**src/rtl/uart_tx_cfg.sv**
```systemverilog
// uart_tx_cfg: parametrised UART transmitter with its own bit timer.
// Valid/ready input, registered txd/ready/idle/done outputs.
module uart_tx_cfg #(
  parameter int CLK_DIV   = 868,
  parameter int DATA_BITS = 8,
  parameter int PARITY    = 0,
  parameter int STOP_BITS = 1
) (
  input  logic                 sys_clk,
  input  logic                 rst_n,
  input  logic                 tx_valid,
  input  logic [DATA_BITS-1:0] tx_data_i,
  output logic                 tx_ready,
  output logic                 txd,
  output logic                 tx_idle,
  output logic                 tx_done
);

  localparam int CW = $clog2(CLK_DIV);
  localparam int IW = $clog2(DATA_BITS + 1);
  localparam logic [CW-1:0] CNT_MAX = CW'(CLK_DIV - 1);
  localparam logic [IW-1:0] DATA_LAST = IW'(DATA_BITS - 1);
  localparam logic [IW-1:0] STOP_LAST = IW'(STOP_BITS - 1);

  if (CLK_DIV < 2) begin : g_bad_div
    $error("uart_tx_cfg: CLK_DIV must be >= 2");
  end
  if (DATA_BITS < 5 || DATA_BITS > 9) begin : g_bad_bits
    $error("uart_tx_cfg: DATA_BITS must be 5..9");
  end
  if (PARITY < 0 || PARITY > 2) begin : g_bad_par
    $error("uart_tx_cfg: PARITY must be 0, 1 or 2");
  end
  if (STOP_BITS < 1 || STOP_BITS > 2) begin : g_bad_stop
    $error("uart_tx_cfg: STOP_BITS must be 1 or 2");
  end

  typedef enum logic [2:0] {
    S_IDLE  = 3'd0,
    S_START = 3'd1,
    S_DATA  = 3'd2,
    S_PAR   = 3'd3,
    S_STOP  = 3'd4
  } state_t;

  state_t               state_q, state_d;
  logic [CW-1:0]        cnt_q, cnt_d;
  logic [IW-1:0]        idx_q, idx_d;
  logic [DATA_BITS-1:0] dat_q, dat_d;
  logic                 txd_q, txd_d;
  logic                 ready_q, ready_d;
  logic                 idle_q, idle_d;
  logic                 done_q, done_d;

  logic                 accept;
  logic                 bit_end;
  logic                 par_bit;
  logic                 last_stop;
  logic [DATA_BITS-1:0] shv;

  assign accept  = tx_valid && ready_q;
  assign bit_end = (cnt_q == CNT_MAX);

  // next-state: bit timer, bit index and frame sequencing
  always_comb begin
    state_d = state_q;
    cnt_d   = cnt_q;
    idx_d   = idx_q;
    dat_d   = dat_q;
    unique case (state_q)
      S_IDLE: begin
        if (accept) begin
          state_d = S_START;
          cnt_d   = '0;
          idx_d   = '0;
          dat_d   = tx_data_i;
        end
      end
      S_START: begin
        if (bit_end) begin
          state_d = S_DATA;
          cnt_d   = '0;
          idx_d   = '0;
        end else begin
          cnt_d = cnt_q + CW'(1);
        end
      end
      S_DATA: begin
        if (bit_end) begin
          cnt_d = '0;
          if (idx_q == DATA_LAST) begin
            idx_d   = '0;
            state_d = (PARITY != 0) ? S_PAR : S_STOP;
          end else begin
            idx_d = idx_q + IW'(1);
          end
        end else begin
          cnt_d = cnt_q + CW'(1);
        end
      end
      S_PAR: begin
        if (bit_end) begin
          state_d = S_STOP;
          cnt_d   = '0;
          idx_d   = '0;
        end else begin
          cnt_d = cnt_q + CW'(1);
        end
      end
      S_STOP: begin
        if (bit_end) begin
          cnt_d = '0;
          if (idx_q == STOP_LAST) begin
            idx_d = '0;
            if (accept) begin
              state_d = S_START;
              dat_d   = tx_data_i;
            end else begin
              state_d = S_IDLE;
            end
          end else begin
            idx_d = idx_q + IW'(1);
          end
        end else begin
          cnt_d = cnt_q + CW'(1);
        end
      end
      default: begin
        state_d = S_IDLE;
        cnt_d   = '0;
        idx_d   = '0;
      end
    endcase
  end

  // registered outputs decoded from the upcoming state
  always_comb begin
    shv       = dat_d >> idx_d;
    par_bit   = (PARITY == 1) ? ~(^dat_d) : (^dat_d);
    last_stop = (state_d == S_STOP) && (cnt_d == CNT_MAX) &&
                (idx_d == STOP_LAST);
    txd_d     = 1'b1;
    case (state_d)
      S_START: txd_d = 1'b0;
      S_DATA:  txd_d = shv[0];
      S_PAR:   txd_d = par_bit;
      default: txd_d = 1'b1;
    endcase
    ready_d = (state_d == S_IDLE) || last_stop;
    done_d  = last_stop;
    idle_d  = (state_d == S_IDLE);
  end

  // state and output registers with synchronous reset
  always_ff @(posedge sys_clk) begin
    if (!rst_n) begin
      state_q <= S_IDLE;
      cnt_q   <= '0;
      idx_q   <= '0;
      dat_q   <= '0;
      txd_q   <= 1'b1;
      ready_q <= 1'b0;
      idle_q  <= 1'b0;
      done_q  <= 1'b0;
    end else begin
      state_q <= state_d;
      cnt_q   <= cnt_d;
      idx_q   <= idx_d;
      dat_q   <= dat_d;
      txd_q   <= txd_d;
      ready_q <= ready_d;
      idle_q  <= idle_d;
      done_q  <= done_d;
    end
  end

  assign txd      = txd_q;
  assign tx_ready = ready_q;
  assign tx_idle  = idle_q;
  assign tx_done  = done_q;

endmodule

```
**config.mk**
```make
export PLATFORM = sky130hd
export DESIGN_NAME = uart_tx_cfg
export DESIGN_NICKNAME = d
export VERILOG_FILES = /design/src/rtl/uart_tx_cfg.sv
export SDC_FILE = /design/constraint.sdc
export NUM_CORES = 1
export LEC_CHECK = 0
export CAP_MARGIN = 20
export CORE_AREA = 4 4 66 68
export CTS_BUF_LIST = sky130_fd_sc_hd__clkbuf_16
export CTS_CLUSTER_DIAMETER = 100
export DETAILED_ROUTE_END_ITERATION = 10
export DIE_AREA = 0 0 70 72
export HOLD_SLACK_MARGIN = 0.15
export PLACE_DENSITY = 0.76
export SLEW_MARGIN = 40
export SYNTH_ARGS = -nofsm -noshare
export SYNTH_HDL_FRONTEND = slang
export SYNTH_SLANG_ARGS = --single-unit
```
**constraint.sdc**
```tcl
create_clock -name sys_clk -period 6.2 [get_ports sys_clk]
set_clock_uncertainty 0.15 [all_clocks]
set_input_delay 0.93 -clock sys_clk [delete_from_list [all_inputs] [get_ports sys_clk]]
set_output_delay 0.93 -clock sys_clk [all_outputs]
set_load 0.02 [all_outputs]
```
# Word level (Yosys, flattened, before mapping)
# Cells that the tools add are included.
# totals
ff_bits	29
input_bits	11
out_inout_bits	4
# op_classes
n_addsub	2
n_eq_ne	11
shift	1
mux	24
reduce_logical	11
# op_table
op	n
$mux 4	6
$mux 8	3
$mux 3	7
$eq 10x10->1 const B	2
$mux 10	2
$pmux 10 s2	1
$pmux 4 s4	1
$pmux 8 s2	1
$pmux 3 s5	1
$eq 3x2->1 const B	4
$add 10x1->10 const B	1
$logic_not 4->1	2
$reduce_xor 8->1	1
$shr 8x4->1	1
$eq 3x1->1 const B	2
$eq 3x3->1 const B	2
$logic_not 3->1	2
$add 4x1->4 const B	1
$eq 4x3->1 const B	1
$reduce_or 4->1	1
$logic_and 1x1->1	3
$pmux 1 s3	1
$reduce_or 2->1	1
$logic_or 1x1->1	1
$mux 1	1

# Depth between registers and ports, before layout
# Gate-level depths: netlist of run 1.
# logic_depth
ltp_word	9
depth_mapped	10
depth_no_buf	9

# Least setup slack after synthesis of run 1
# No wires, ideal clock.
# synth_path
path_kind	input to register
startpoint	in tx_valid
endpoint	reg txd_q (netlist: txd)
setup_ns	0.087
arrival_ns	2.600
required_time_ns	5.963
setup_slack_ns	3.363
stages	6
cell_sequence	a2111oi_2 -> a21oi_1 -> nor2_1 -> mux2i_1 -> o22ai_1 -> o31ai_1
# synth_between
elab_chain_cells	7
word_cells_on_any_way	18
classes_between	3 x eq/ne; 1 x shift; 12 x mux; 2 x reduce/logical
# synth_rtl
element	line_no	source
from (decl)	11	input logic tx_valid,
$logic_and 1x1->1 (*)	61	assign accept = tx_valid && ready_q;
$mux 8 / $mux 1 (equally long branches)	72, 115	
$mux 8 / $mux 3 (equally long branches)	113	if (idx_q == STOP_LAST) begin
$mux 8 / $mux 3 (equally long branches)	111	if (bit_end) begin
$pmux 8 s2 / $pmux 3 s5 (equally long branches)	70	unique case (state_q)
$shr 8x4->1 (tied with other cells)	138	shv = dat_d >> idx_d;
$pmux 1 s3 (*)	143	case (state_d)
to (signal assigned)	170	txd_q <= txd_d;
to (decl)	50	logic txd_q, txd_d;
# Every way passes the cells marked *; elsewhere a longest branch is shown, timed or not.
# A chain may end at the register's enable or synchronous reset.

# Worst setup path after layout of run 1
# Ends and elaborated chain as after synthesis.

==> results of run 1 <==
[cells by family (layout without fill, tap and decap cells)]
family,Yosys count,in the layout,share of synthesized area
simple gates,96,96,0.280
fa+ha+maj,3,3,0.0195
flops,29,29,0.301
buf+inv,16,29,0.0389
mux,14,14,0.0863
xor+xnor,15,15,0.0752
compound gates,54,54,0.200
[state kept, by name, indices dropped and copies added, names as in the netlist]
name	cells
cnt_q	10
dat_q	8
idx_q	4
state_q	3
tx_done	1
tx_idle	1
tx_ready	1
txd	1
[cell usage in the layout (no fill, tap or decap), types with 4 or more instances in the layout]
| cell | count |
|---|---|
| inv_1 | 7 |
| nand3_1 | 10 |
| dfxtp_1 | 29 |
| clkbuf_16 | 5 |
| o21ai_0 | 10 |
| nor2_1 | 24 |
| a21oi_1 | 14 |
| nor3_1 | 6 |
| nand2_1 | 17 |
| mux2i_1 | 11 |
| and2_1 | 8 |
| xor2_1 | 5 |
| clkdlybuf4s50_1 | 14 |
| nand4_1 | 4 |
| xnor2_1 | 9 |
[through the flow]
step	setup slack (ns)	std cells
6_report	2.94	290
5_1_grt	2.82	290
4_1_cts	2.96	290
3_5_place_dp	2.67	282
3_3_place_gp	2.55	282
2_1_floorplan	3.36	227
[final cells by class]
| type | instances | share of cell area |
|---|---|---|
| sequential | 29 | 0.260 |
| inverter | 7 | 0.0118 |
| clock buffer | 5 | 0.0560 |
| timing repair buffer | 14 | 0.0627 |
| multi-input combinational | 182 | 0.576 |
| tap | 50 | 0.0280 |
| clock inverter | 3 | 0.00616 |
[power groups by stage]
| stage | Combinational (W) | Sequential [W] | Clock [W] |
|---|---|---|---|
| final | 0.0000788 | 0.000199 | 0.000226 |
| after global routing | 0.0000852 | 0.000200 | 0.000239 |
| after global placement | 0.0000763 | 0.000202 | 0 |
| after CTS | 0.0000780 | 0.000199 | 0.000231 |
| after detailed placement | 0.0000775 | 0.000203 | 0 |
| after floorplan | 0.0000544 | 0.000202 | 0 |
[worst max path at each step]
stage          slack, ns  end      from
2_1_floorplan       3.36  txd  tx_valid
3_3_place_gp        2.55  txd  tx_valid
3_5_place_dp        2.67  txd  tx_valid
4_1_cts             2.96  txd  tx_valid
5_1_grt             2.82  txd  tx_valid
6_report            2.94  txd  tx_valid
[layer usage]
layer / part of all wire / global-route usage
met5: 0 / 0
met4: 0.017 / 0.0787
met3: 0.057 / 0.0332
met2: 0.48 / 0.308
met1: 0.45 / 0.238
[worst max-delay path: cells and delay by family]
kind | cells | cell delay, ns
xor gates and xnor gates | 1 | 0.43
buffers and inverters | 1 | 0.49
AOI/OAI and AO/OA | 3 | 0.83
muxes | 1 | 0.35
and+or+nand+nor | 1 | 0.23
==> flow_summary.toml, run 1 <==
[pwr]
seqPwrFrac = 0.395
p_sw_frac = 0.254
p_leak_nw = 0.823
irDropWorstVdd_mv = 0.164
power_w = 0.000504
switchingPower_w = 0.000128
p_int_w = 0.000376
p_per_area_nw_per_um2 = 226
p_comb_frac = 0.156
clkPwrFrac = 0.449

[timing]
period_share = 0.526
rsz0062_at_grt = "false"
setup_viol = 0
final_max_slew_viol_count = 0
worst_pin_slew_ns = 0.657
totalNegativeSetupSlack_ns = 0
relSlewSlack = 0.559
holdWs_ns = 0.383
fin_crit_ns = 3.26
fmax_mhz = 307
hold_viol_final = 0

[synthesis]
synth_seq_cells = 29
syn_avg_cell_area_sq_um = 8.50
synth_cell_type_count = 61
synth_top_area_frac = 0.301
yosys_warnings = 0
synthTopCellsByArea = "dfxtp_1 (30%), mux2i_1 (5.7%), nor2_1 (4.7%)"
synthFlopType = "dfxtp_1"
synthesis.area_sq_um = 1930
synth_common_cells = "dfxtp_1 (29), nor2_1 (24), nand2_1 (17)"
yosysTopAreaCell = "dfxtp_1"
async_flop_share = 0
yosysSeqAreaShare = 0.301
syn_inst = 227
synth_nets = 241
yosysMostFrequentCell = "dfxtp_1"
synth-edff-count = 0

[clocking]
cts_setup_buffers = 0
tritoncts = "yes"
ctsResizeCount = 0
clock_latency_ns = 0.27
cts_sinks = 29
clockRootBuffer = "clkbuf_16"
clk_pin_slew_worst_paths_ns = 0.05
cts_buffers = 5
postCtsHoldBufs = 0
cts_buffer_depth = 2
htree_levels = 2

[die]
ios = 15
die_h_microns = 72
start_util = 0.500
rows = 23
dieArea_sq_um = 5040
coreArea_sq_um = 3860
die_x_microns = 70

[drt]
wirelength_microns = 4530
antenna_left = 0
vias = 1763
via_per_inst = 6.08
first_pass_iters = 4
drt-initial-drc-count = 276
wl_per_cell_microns = 15.6
drc_errors = 0

[setup_path]
worstPathCellList = "clkdlybuf4s50_1 > nand3_1 > a21o_1 > mux2i_4 > xnor3_1 > a31oi_1 > o31ai_1"
worstReg2RegStart = "cnt_q[0]"
r2r_cells = 8
cp_slowest_cell = "a21o_1"
rr_endpoint = "txd"
path_class = "in2reg"
worst_setup_path_end_kind = "flop"
r2r_slack_ns = 3.06
path_max_fanout = 9
cp-start-kind = "input pin"
cp.arrival_ns = 3.26
cpPeakStageDelay_ns = 0.52
required_ns = 6.20

[layout]
drive_above_1_share = 0.0792
design_area_sq_um = 2230
area_delta_synth_final_pct = 15.8
fin_util = 0.579
num-nets-final = 253
seqCellArea_sq_um = 581
multiInputGateArea_sq_um = 1290
antennaDiodeCount = 0
nFillCells = 357

[grt]
grt_pass1_wl_microns = 7620
grt_pass1_vias = 1623
grt_overflow = 0
antenna_found_initial = 0
grt_usage = 0.185
grt_max_degree = 20

[place]
placed_area_sq_um = 2100
io_buffers = 14
dpl.hpwl_microns = 3250
gp_congestion = 0.929

[hold_path]
whs_path_depth = 2
hold_end = "dat_q[6]"
hp-class = "reg2reg"
hold_start = "dat_q[6]"

[run]
max_cap_viol_count = 0

[outcome]
outcome = "finished, final reports clean"
Power figures use the tool's default switching activity.
==> run 2, diff against run 1 <==
==> constraint.sdc (replaced) <==
create_clock -name sys_clk -period 3 [get_ports sys_clk]
set_clock_uncertainty 0.15 [all_clocks]
set_input_delay 0.45 -clock sys_clk [delete_from_list [all_inputs] [get_ports sys_clk]]
set_output_delay 0.45 -clock sys_clk [all_outputs]
set_load 0.02 [all_outputs]
==> flow_summary.toml, run 2 (synthesis gave the netlist of run 1 again) <==
[outcome]
outcome = "finished, final reports clean"

[clocking]
clockRootBuffer = "clkbuf_16"
clock_latency_ns = 0.27
tritoncts = "yes"
cts_sinks = 29
postCtsHoldBufs = 0
cts_buffers = 5
cts_setup_buffers = 0
clk_pin_slew_worst_paths_ns = 0.05
ctsResizeCount = 0
cts_buffer_depth = 2
htree_levels = 2

[setup_path]
cp_slowest_cell = "or4b_1"
worstPathCellList = "ha_1 > nor4b_4 > nand4_2 > a221oi_2 > nor3b_2 > or4b_1 > nor4_2 > or2_1"
critPathTopFamily = "simple AND/OR/NAND/NOR gates"
cp-start-kind = "flop"
path_buf_inv = 0
worst_setup_path_end_kind = "flop"
path_max_fanout = 6
cp.arrival_ns = 2.87
r2r_cells = 8
path_class = "reg2reg"
cpPeakStageDelay_ns = 0.54
required_ns = 3.07
cp.depth = 8

[pwr]
power_w = 0.00113
p_per_area_nw_per_um2 = 486
p_leak_nw = 0.869
irDropWorstVdd_mv = 0.282

[layout]
mostFrequentLayoutCells = "dfxtp_1 (29), nor2_1 (24), nand2_1 (17)"
nFillCells = 353
largest_reg_flops = 10
final_common_cell = "dfxtp_1"
num-nets-final = 261
fin_util = 0.603
antennaDiodeCount = 0
top_register = "cnt_q"
drive_above_1_share = 0.113
reg_top3 = "cnt_q x10, dat_q x8, idx_q x4"
seqCellArea_sq_um = 581
multiInputGateArea_sq_um = 1290
area_delta_synth_final_pct = 20.5

[drt]
antenna_left = 0
drt-met1-wl_microns = 1960
wl_met3_microns = 262
wl_met2_microns = 2220
wl_per_cell_microns = 15.2
first_pass_iters = 4
wirelength_microns = 4540
routed.top_layer = "met4"
vias = 1755
drt-initial-drc-count = 141
drc_errors = 0
via_per_inst = 5.89

[timing]
relSlewSlack = 0.632
setup_ws_ns = 0.206
final_max_slew_viol_count = 0
rsz0062_at_grt = "false"
period_share = 0.931
fmax_mhz = 358
worst_pin_slew_ns = 0.552
holdWs_ns = 0.371
totalNegativeSetupSlack_ns = 0
hold_viol_final = 0
setup_viol = 0
fin_crit_ns = 2.79

[run]
max_cap_viol_count = 0

[place]
dpl.hpwl_microns = 3390
io_buffers = 14
post-place-ws_ns = 0.157
gp_congestion = 0.875

[die]
coreArea_sq_um = 3860
start_util = 0.500
ios = 15
rows = 23
dieArea_sq_um = 5040
die_h_microns = 72
die_x_microns = 70

[grt]
grt_usage = 0.194
grt_pass1_wl_microns = 7900
antenna_found_initial = 0
grt_pass1_vias = 1698
grt_max_degree = 17
grt_overflow = 0

[hold_path]
whs_path_depth = 2
hp-class = "reg2reg"
==> run 2: cell types whose count changed in the layout (fill, tap and decap cells not counted), sizes merged <==
cell    previous run  this run
buf                0         8
bufinv             0         1
clkinv             3         2
==> run 2: routing by layer <==
layer,vias to the layer above,global-route usage
met5,-,0
met4,0,0.0979
met3,9,0.0443
met2,69,0.316
met1,802,0.241
li1,875,-
==> run 2: per-stage QoR <==
| step | cells | cell area, sq um |
|---|---|---|
| after floorplan | 227 | 1930 |
| after global placement | 290 | 2140 |
| after detailed placement | 290 | 2140 |
| after CTS | 298 | 2310 |
| after global routing | 298 | 2320 |
| final | 298 | 2320 |
==> run 2: power breakdown <==
part	internal [W]	leakage [nW]	total [W]	switching (W)
Sequential	0.000398	0.235	0.000411	0.0000121
Combinational	0.0000856	0.551	0.000173	0.0000872
Clock	0.000384	0.0826	0.000547	0.000163
==> run 2: worst paths after layout <==
check / from / end / slack, ns
max: cnt_q[0] / tx_ready / 0.21
min: cnt_q[1] / cnt_q[1] / 0.37
max reg2reg: cnt_q[0] / tx_ready / 0.21
min reg2reg: cnt_q[1] / cnt_q[1] / 0.37
==> run 2: worst reg2reg max path: cells and delay by family, from the launching register on <==
family                     cells  cell delay, ns
DFF                            1            0.40
adders and majority gates      1            0.28
and+or+nand+nor                6            1.56
AOI/OAI and AO/OA              1            0.36
==> run 2: layout make-up <==
| cell class | count | area share |
|---|---|---|
| Clock buffer | 5 | 0.0538 |
| Clock inverter | 3 | 0.0161 |
| Inverter | 7 | 0.0113 |
| Multi-Input combinational cell | 182 | 0.556 |
| Sequential cell | 29 | 0.250 |
| Tap cell | 50 | 0.0269 |
| Timing Repair Buffer | 22 | 0.0861 |
